File: src/rtl/matrix_port_arbiter.sv
// Two-requester arbiter in front of one BRAM port: round-robin when idle,
// with optional locked bursts that are capped in length and released after an idle timeout.
module matrix_port_arbiter #(
    parameter int ADDR_W    = 16,
    parameter int DATA_W    = 16,
    parameter int MAX_BURST = 8,
    parameter int TIMEOUT   = 4
) (
    input  logic              clk,
    input  logic              reset,
    input  logic              r0_req,
    input  logic              r0_lock,
    input  logic [ADDR_W-1:0] r0_addr,
    output logic              r0_gnt,
    output logic              r0_rvalid,
    output logic [DATA_W-1:0] r0_rdata,
    input  logic              r1_req,
    input  logic              r1_lock,
    input  logic              r1_we,
    input  logic [ADDR_W-1:0] r1_addr,
    input  logic [DATA_W-1:0] r1_wdata,
    output logic              r1_gnt,
    output logic              r1_rvalid,
    output logic [DATA_W-1:0] r1_rdata,
    output logic [ADDR_W-1:0] bram_addr,
    output logic [DATA_W-1:0] bram_data,
    output logic              bram_we,
    input  logic [DATA_W-1:0] bram_q
);

    typedef enum logic [1:0] {IDLE, OWN0, OWN1} state_e;

    localparam int BW = $clog2(MAX_BURST + 1);
    localparam int IW = $clog2(TIMEOUT + 1);
    localparam logic [BW:0] MAX_B = (BW + 1)'(MAX_BURST);
    localparam logic [IW:0] TO_C  = (IW + 1)'(TIMEOUT);

    state_e          state_q, state_d;
    logic            rr_ptr_q, rr_ptr_d;
    logic [BW-1:0]   beats_q, beats_d;
    logic [IW-1:0]   idle_q, idle_d;
    logic            r0_rvalid_q, r1_rvalid_q;
    logic            win0, win1, lock_w;
    logic [BW:0]     beats_inc;
    logic [IW:0]     idle_inc;

    assign beats_inc = {1'b0, beats_q} + {{BW{1'b0}}, 1'b1};
    assign idle_inc  = {1'b0, idle_q} + {{IW{1'b0}}, 1'b1};

    // Grants are gated by reset so nothing reaches the BRAM while it is held.
    always_comb begin
        win0 = 1'b0;
        win1 = 1'b0;
        if (reset) begin
            case (state_q)
                IDLE: begin
                    if (r0_req && r1_req) begin
                        win0 = ~rr_ptr_q;
                        win1 = rr_ptr_q;
                    end else begin
                        win0 = r0_req;
                        win1 = r1_req;
                    end
                end
                OWN0:    win0 = r0_req;
                OWN1:    win1 = r1_req;
                default: ;
            endcase
        end
    end

    always_comb begin
        state_d  = state_q;
        rr_ptr_d = rr_ptr_q;
        beats_d  = beats_q;
        idle_d   = idle_q;
        lock_w   = win0 ? r0_lock : r1_lock;
        if (win0 || win1) begin
            if (lock_w && (beats_inc < MAX_B)) begin
                state_d = win0 ? OWN0 : OWN1;
                beats_d = beats_inc[BW-1:0];
                idle_d  = '0;
            end else begin
                state_d  = IDLE;
                beats_d  = '0;
                idle_d   = '0;
                rr_ptr_d = win0;
            end
        end else if (state_q != IDLE) begin
            // Owner went quiet: release after TIMEOUT empty cycles, handing priority over.
            if (idle_inc >= TO_C) begin
                state_d  = IDLE;
                beats_d  = '0;
                idle_d   = '0;
                rr_ptr_d = (state_q == OWN0);
            end else begin
                idle_d = idle_inc[IW-1:0];
            end
        end
    end

    always_ff @(posedge clk or negedge reset) begin
        if (!reset) begin
            state_q     <= IDLE;
            rr_ptr_q    <= 1'b0;
            beats_q     <= '0;
            idle_q      <= '0;
            r0_rvalid_q <= 1'b0;
            r1_rvalid_q <= 1'b0;
        end else begin
            state_q     <= state_d;
            rr_ptr_q    <= rr_ptr_d;
            beats_q     <= beats_d;
            idle_q      <= idle_d;
            r0_rvalid_q <= win0;
            r1_rvalid_q <= win1 & ~r1_we;
        end
    end

    assign r0_gnt    = win0;
    assign r1_gnt    = win1;
    assign r0_rvalid = r0_rvalid_q;
    assign r1_rvalid = r1_rvalid_q;
    assign r0_rdata  = bram_q;
    assign r1_rdata  = bram_q;
    assign bram_addr = win0 ? r0_addr : (win1 ? r1_addr : '0);
    assign bram_we   = win1 & r1_we;
    assign bram_data = win1 ? r1_wdata : '0;

endmodule
File: config.mk
export PLATFORM = sky130hd
export DESIGN_NAME = matrix_port_arbiter
export DESIGN_NICKNAME = d
export VERILOG_FILES = /design/src/rtl/matrix_port_arbiter.sv
export SDC_FILE = /design/constraint.sdc
export NUM_CORES = 1
export LEC_CHECK = 0
export BUFFER_PORTS_ARGS = -buffer_cell sky130_fd_sc_hd__buf_2
export CAP_MARGIN = 20
export CORE_MARGIN = 1
export CORE_UTILIZATION = 36
export DETAILED_ROUTE_END_ITERATION = 16
export PLACE_DENSITY = 0.87
export SLEW_MARGIN = 0
export SYNTH_ARGS = -nofsm -noshare
export SYNTH_HDL_FRONTEND = slang
export SYNTH_SLANG_ARGS = --single-unit
export TNS_END_PERCENT = 20
File: constraint.sdc
create_clock -name clk -period 2.45 [get_ports clk]
set_input_delay 0.245 -clock clk [delete_from_list [all_inputs] [get_ports clk]]
set_output_delay 0.245 -clock clk [all_outputs]
set_load 0.005 [all_outputs]
== Yosys cells after proc, flatten, opt, wreduce, memory -nomap -nowiden ==
Index checks and enable logic that the tools add are counted.

* Word-level logic and storage cells: 52
* Output and inout bits: 69
* Bits of input ports: 71
* Register bits: 12

* Muxes and demuxes: 26
* Reductions and logical operators: 9
* $lt $le $gt $ge: 2
* Bitwise logic cells: 4
* Equality and inequality tests: 3
* $add $sub $neg: 2

{| class="wikitable"
|+ Operators by type and width
! operator !! count
|-
| 16-bit two-way mux || 3
|-
| 4-bit two-way mux || 4
|-
| 2-bit two-way mux || 5
|-
| 1-bit two-way mux || 9
|-
| 3-bit two-way mux || 3
|-
| 2-bit nonzero test || 3
|-
| 4-bit by 1-bit adder with 5-bit output, second input constant || 1
|-
| 5-bit by 4-bit less-than comparator with 1-bit output, second input constant || 1
|-
| 3-bit by 1-bit adder with 4-bit output, second input constant || 1
|-
| 4-bit by 3-bit >= comparator with 1-bit output, second input constant || 1
|-
| 1-bit one-hot mux with 2 select lines || 2
|-
| 3-bit AND reduction || 1
|-
| 1-bit bitwise AND || 2
|-
| 2-bit by 1-bit equality test with 1-bit output, second input constant || 1
|-
| 2-bit equality test, second input constant || 1
|-
| 1-bit logical AND || 2
|-
| 2-bit logical NOT || 1
|-
| 2-bit inequality test, second input constant || 1
|-
| 1-bit NOT || 2
|-
| 2-bit AND reduction || 1
|-
| 1-bit logical OR || 1
|}

== Depth between registers and ports, before layout ==
* Depth after elaboration: 8
* Depth in mapped cells: 5
* Mapped depth without buffers: 5

== Least setup slack after synthesis ==
OpenSTA, ideal clock, no wires.

* Path type: reg-to-reg
* Start: register idle_q[0]
* End: register beats_q[2]
* Buffers on the path: 0
* Period minus slack after synthesis: 1597 ps
* Library setup time: 124 ps
* Data arrival time: 1473 ps
* Required time: 2326 ps
* Cell stages (with the launch flop): 6
* Slack: 853 ps
* Path through: dfrtp_1 -> ha_1 -> a21boi_0 -> a211o_1 -> and3_1 -> a211o_1

* Word-level cells in the longest chain between the ends: 4

{| class="wikitable"
|+ RTL lines
! what !! line !! RTL
|-
| start: declaration || 41 || <nowiki>logic [IW-1:0] idle_q, idle_d;</nowiki>
|-
| start signal: assignment || 114 || <nowiki>idle_q <= idle_d;</nowiki>
|-
| 3-bit by 1-bit adder with 4-bit output || 48 || <nowiki>assign idle_inc = {1'b0, idle_q} + {{IW{1'b0}}, 1'b1};</nowiki>
|-
| 4-bit by 3-bit >= comparator with 1-bit output || 91 || <nowiki>if (idle_inc >= TO_C) begin</nowiki>
|-
| 2-bit nonzero test (no source line) || - ||
|-
| 2-bit AND reduction (no source line) || - ||
|-
| end signal: assignment || 113 || <nowiki>beats_q <= beats_d;</nowiki>
|-
| end: declaration || 40 || <nowiki>logic [BW-1:0] beats_q, beats_d;</nowiki>
|}

Every way passes these cells.
A chain may end at the register's enable or synchronous reset.

== Worst setup path after layout ==
* Start: input reset
* End: output bram_addr[0]

* Word-level cells in the longest chain between the ends: 3
* Elaborated cells between the ends (all ways): 4
* Those cells by class: 4 x mux

{| class="wikitable"
|+ RTL lines
! what !! line !! RTL
|-
| start: declaration || 10 || <nowiki>input logic reset,</nowiki>
|-
| 1-bit two-way mux || 54 || <nowiki>if (reset) begin</nowiki>
|-
| 16-bit two-way mux || 126 || <nowiki>assign bram_addr = win0 ? r0_addr : (win1 ? r1_addr : '0);</nowiki>
|-
| 16-bit two-way mux * || 126 ||
|-
| end: declaration || 25 || <nowiki>output logic [ADDR_W-1:0] bram_addr,</nowiki>
|}

Every way passes the cells marked *; elsewhere a longest branch is shown, timed or not.

==> flow_summary_export.csv <==
group,metric,value,unit
status,status,"complete, no violations",
synth,syn_area,1170,sq um
final_layout,final_cell_mix,"90 x buf_2, 17 x and2_1, 16 x a22o_1",
timing,worst_pin_slew,409,ps
final_layout,syn2layout_area_growth,24.6,%
worst_setup_path,rr_endpoint,"beats_q[2]$_DFFE_PN0P_",
placement,io_buffers,91,
global_routing,gr-usage-all-layers,0.153,
floorplanning,dieHeight,59.1,microns
power,p_per_area,617,nW/um^2
timing,setup_violations,0,
final_layout,drive_above_1_share,0.515,
drt,num_vias,1172,
synth,syn-mean-instance-area,8.69,sq um
global_routing,first_global_vias,971,
job,drv_cap,0,
drt,first_iter_violations,65,
final_layout,final_common_cell,"buf_2",
global_routing,grt_max_degree,32,
synth,synthFlopType,"dfrtp_1",
timing,hold_viol,0,
floorplanning,die_w,59.1,microns
worst_setup_path,critPathMaxFanout,20,
synth,ys_seq_area_frac,0.256,
floorplanning,start_util,0.381,
drt,drc_errors,0,
synth,synth_top_area_cell,"dfrtp_1",
timing,maxSlewViolCount,0,
min_path,hold_end,"r1_rvalid$_DFF_PN0_",
timing,grt_setup_unrepaired,"no",
timing,timing.fmax,445,MHz
cts,cts.sinks,12,
worst_setup_path,crit_path_start_kind,"primary input",
min_path,min_from,"r1_we",
synth,synth_edf_count,0,
placement,dpl.hpwl,2240,microns
cts,cts_buffers,3,
global_routing,antenna_found_initial,0,
cts,clockBufferDepth,2,
final_layout,diodes,0,
cts,insertion_delay,270,ps
global_routing,grt_pass1_wl,4080,microns
worst_setup_path,crit_type,"primary input to output port",
synth,ys_ff_latch,12,
worst_setup_path,r2r_slack,700,ps
power,comb_power_share,0.509,
floorplanning,std_cell_rows,20,
worst_setup_path,cp-end-kind,"output port",
power,ir_drop,223,uV
timing,slew_headroom,0.720,
power,pwr-share-seq,0.358,
drt,vias_per_cell,4.92,
timing,fin_skew,10.7,ps
drt,first_pass_iters,4,
power,internal_power,554,uW
drt,ant_nets,0,
cts,cts_tree,"done",
timing,fin_crit_sh,0.918,
worst_setup_path,reg2reg_from,"idle_q[0]$_DFFE_PN0P_",
final_layout,layout.nets,269,
timing,finalCriticalPeriod,2250,ps
worst_setup_path,required,2200,ps
min_path,worstHoldPathType,"primary input to flop",
power,p_sw,349,uW
power,p_leak,0.000848,uW
global_routing,grt_overflow,0,
floorplanning,coreArea,3080,sq um
min_path,holdPathStages,2,
timing,setup-tns-final,0,ps
floorplanning,pin_count,140,
timing,fin_worst_hold_slack,138,ps
worst_setup_path,reg2reg_depth,5,
synth,async_reset_ff_frac,1.00,
cts,cts_root_buf,"clkbuf_4",
drt,routed_wl,2780,microns
synth,synth_top_area_frac,0.256,
cts,post-cts-setup-buffer-count,0,
synth,ys_types,36,
synth,syn_inst,135,
floorplanning,dieArea,3490,sq um
placement,globalplace.congestion,0.812,
power,swShare,0.387,
drt,wire_per_inst,11.7,microns
synth,ys_top_cells_by_area,"dfrtp_1 26%, buf_4 20%, a22o_1 12%",
synth,syn_nets,208,
cts,clk_pin_slew,60,ps
synth,ys_warn_count,0,
cts,h-tree-depth,1,
power,pwr-share-clk,0.133,
worst_setup_path,cp.arrival,2000,ps
[worst max-delay path by stage]
stage	from	end	slack [ps]	cells after the start
3_3_place_gp	reset	bram_addr[0]	640	5
6_report	reset	bram_addr[0]	200	6
3_5_place_dp	reset	bram_addr[0]	630	5
4_1_cts	reset	bram_addr[0]	100	6
5_1_grt	reset	bram_addr[0]	70	6
2_1_floorplan	idle_q[0]$_DFFE_PN0P_	beats_q[2]$_DFFE_PN0P_	850	5
[synthesized netlist by cell type (all sizes together) (2+ instances only)]
cell type and count:
a21boi 2, a211o 3, dfrtp 12, a22o 16, inv 2, o21ai 2
ha 2, buf 36, a211oi 4, nand3 3, a21oi 3, nor2 5
nand2 3, nor2b 4, and2 18, a2111oi 2, and3 3
[flip-flops by register name (all words and copies together) (netlist names)]
signal and cells:
idle_q 3, rr_ptr_q 1, r0_rvalid 1, beats_q 4, r1_rvalid 1, state_q 2
[routing by layer]
layer / vias to the layer above / share of wire / global-route usage
li1: 575 / - / -
met1: 521 / 0.41 / 0.197
met2: 68 / 0.48 / 0.248
met3: 8 / 0.096 / 0.0459
met4: 0 / 0.012 / 0.0442
met5: - / 0 / 0
[worst max-delay path, stage by stage]
cell and delay (ps):
dlygate4sd3_1 530, clkbuf_4 240, and3b_1 240, and2_2 320, a22o_1 290, buf_2 130
[power by group through the flow]
stage          clock network (uW)  registers [uW]  logic [uW]
6_report                      120             323         460
3_3_place_gp                    0             320         451
5_1_grt                       137             332         520
3_5_place_dp                    0             325         462
2_1_floorplan                   0             309         342
4_1_cts                       125             321         465
[logic make-up after synthesis]
kind of cell | share of synthesized area
buffers and inverters | 0.231
AOI/OAI and AO/OA | 0.280
adders and majority gates | 0.0213
DFF | 0.256
and+or+nand+nor | 0.211
[layout make-up]
| class | instances | area, sq um |
|---|---|---|
| clock buffer | 3 | 22.5 |
| fill | 314 | 1620 |
| inverter | 2 | 7.51 |
| multi-input combinational | 84 | 602 |
| sequential | 12 | 300 |
| tap | 44 | 55.1 |
| timing repair buffer | 93 | 475 |
[stage by stage]
stage / area, sq um / setup WS, ps / instances / total power [uW] / utilization
after detailed placement: 1430 / 631 / 234 / 786 / 0.464
final: 1460 / 201 / 238 / 903 / 0.475
after global placement: 1430 / 640 / 234 / 771 / 0.464
after floorplan: 1170 / 853 / 135 / 651 / -
after global routing: 1460 / 73.1 / 238 / 990 / 0.475
after CTS: 1460 / 97.9 / 238 / 911 / 0.474
[repair_timing]
action | in CTS | in global routing
endpoints found under the hold margin | 12 | 0
gates resized for setup | 0 | 1
hold buffers | 1 | 0
setup endpoints to repair | 0 | 1
No activity file was read; power rests on OpenSTA's default activity.
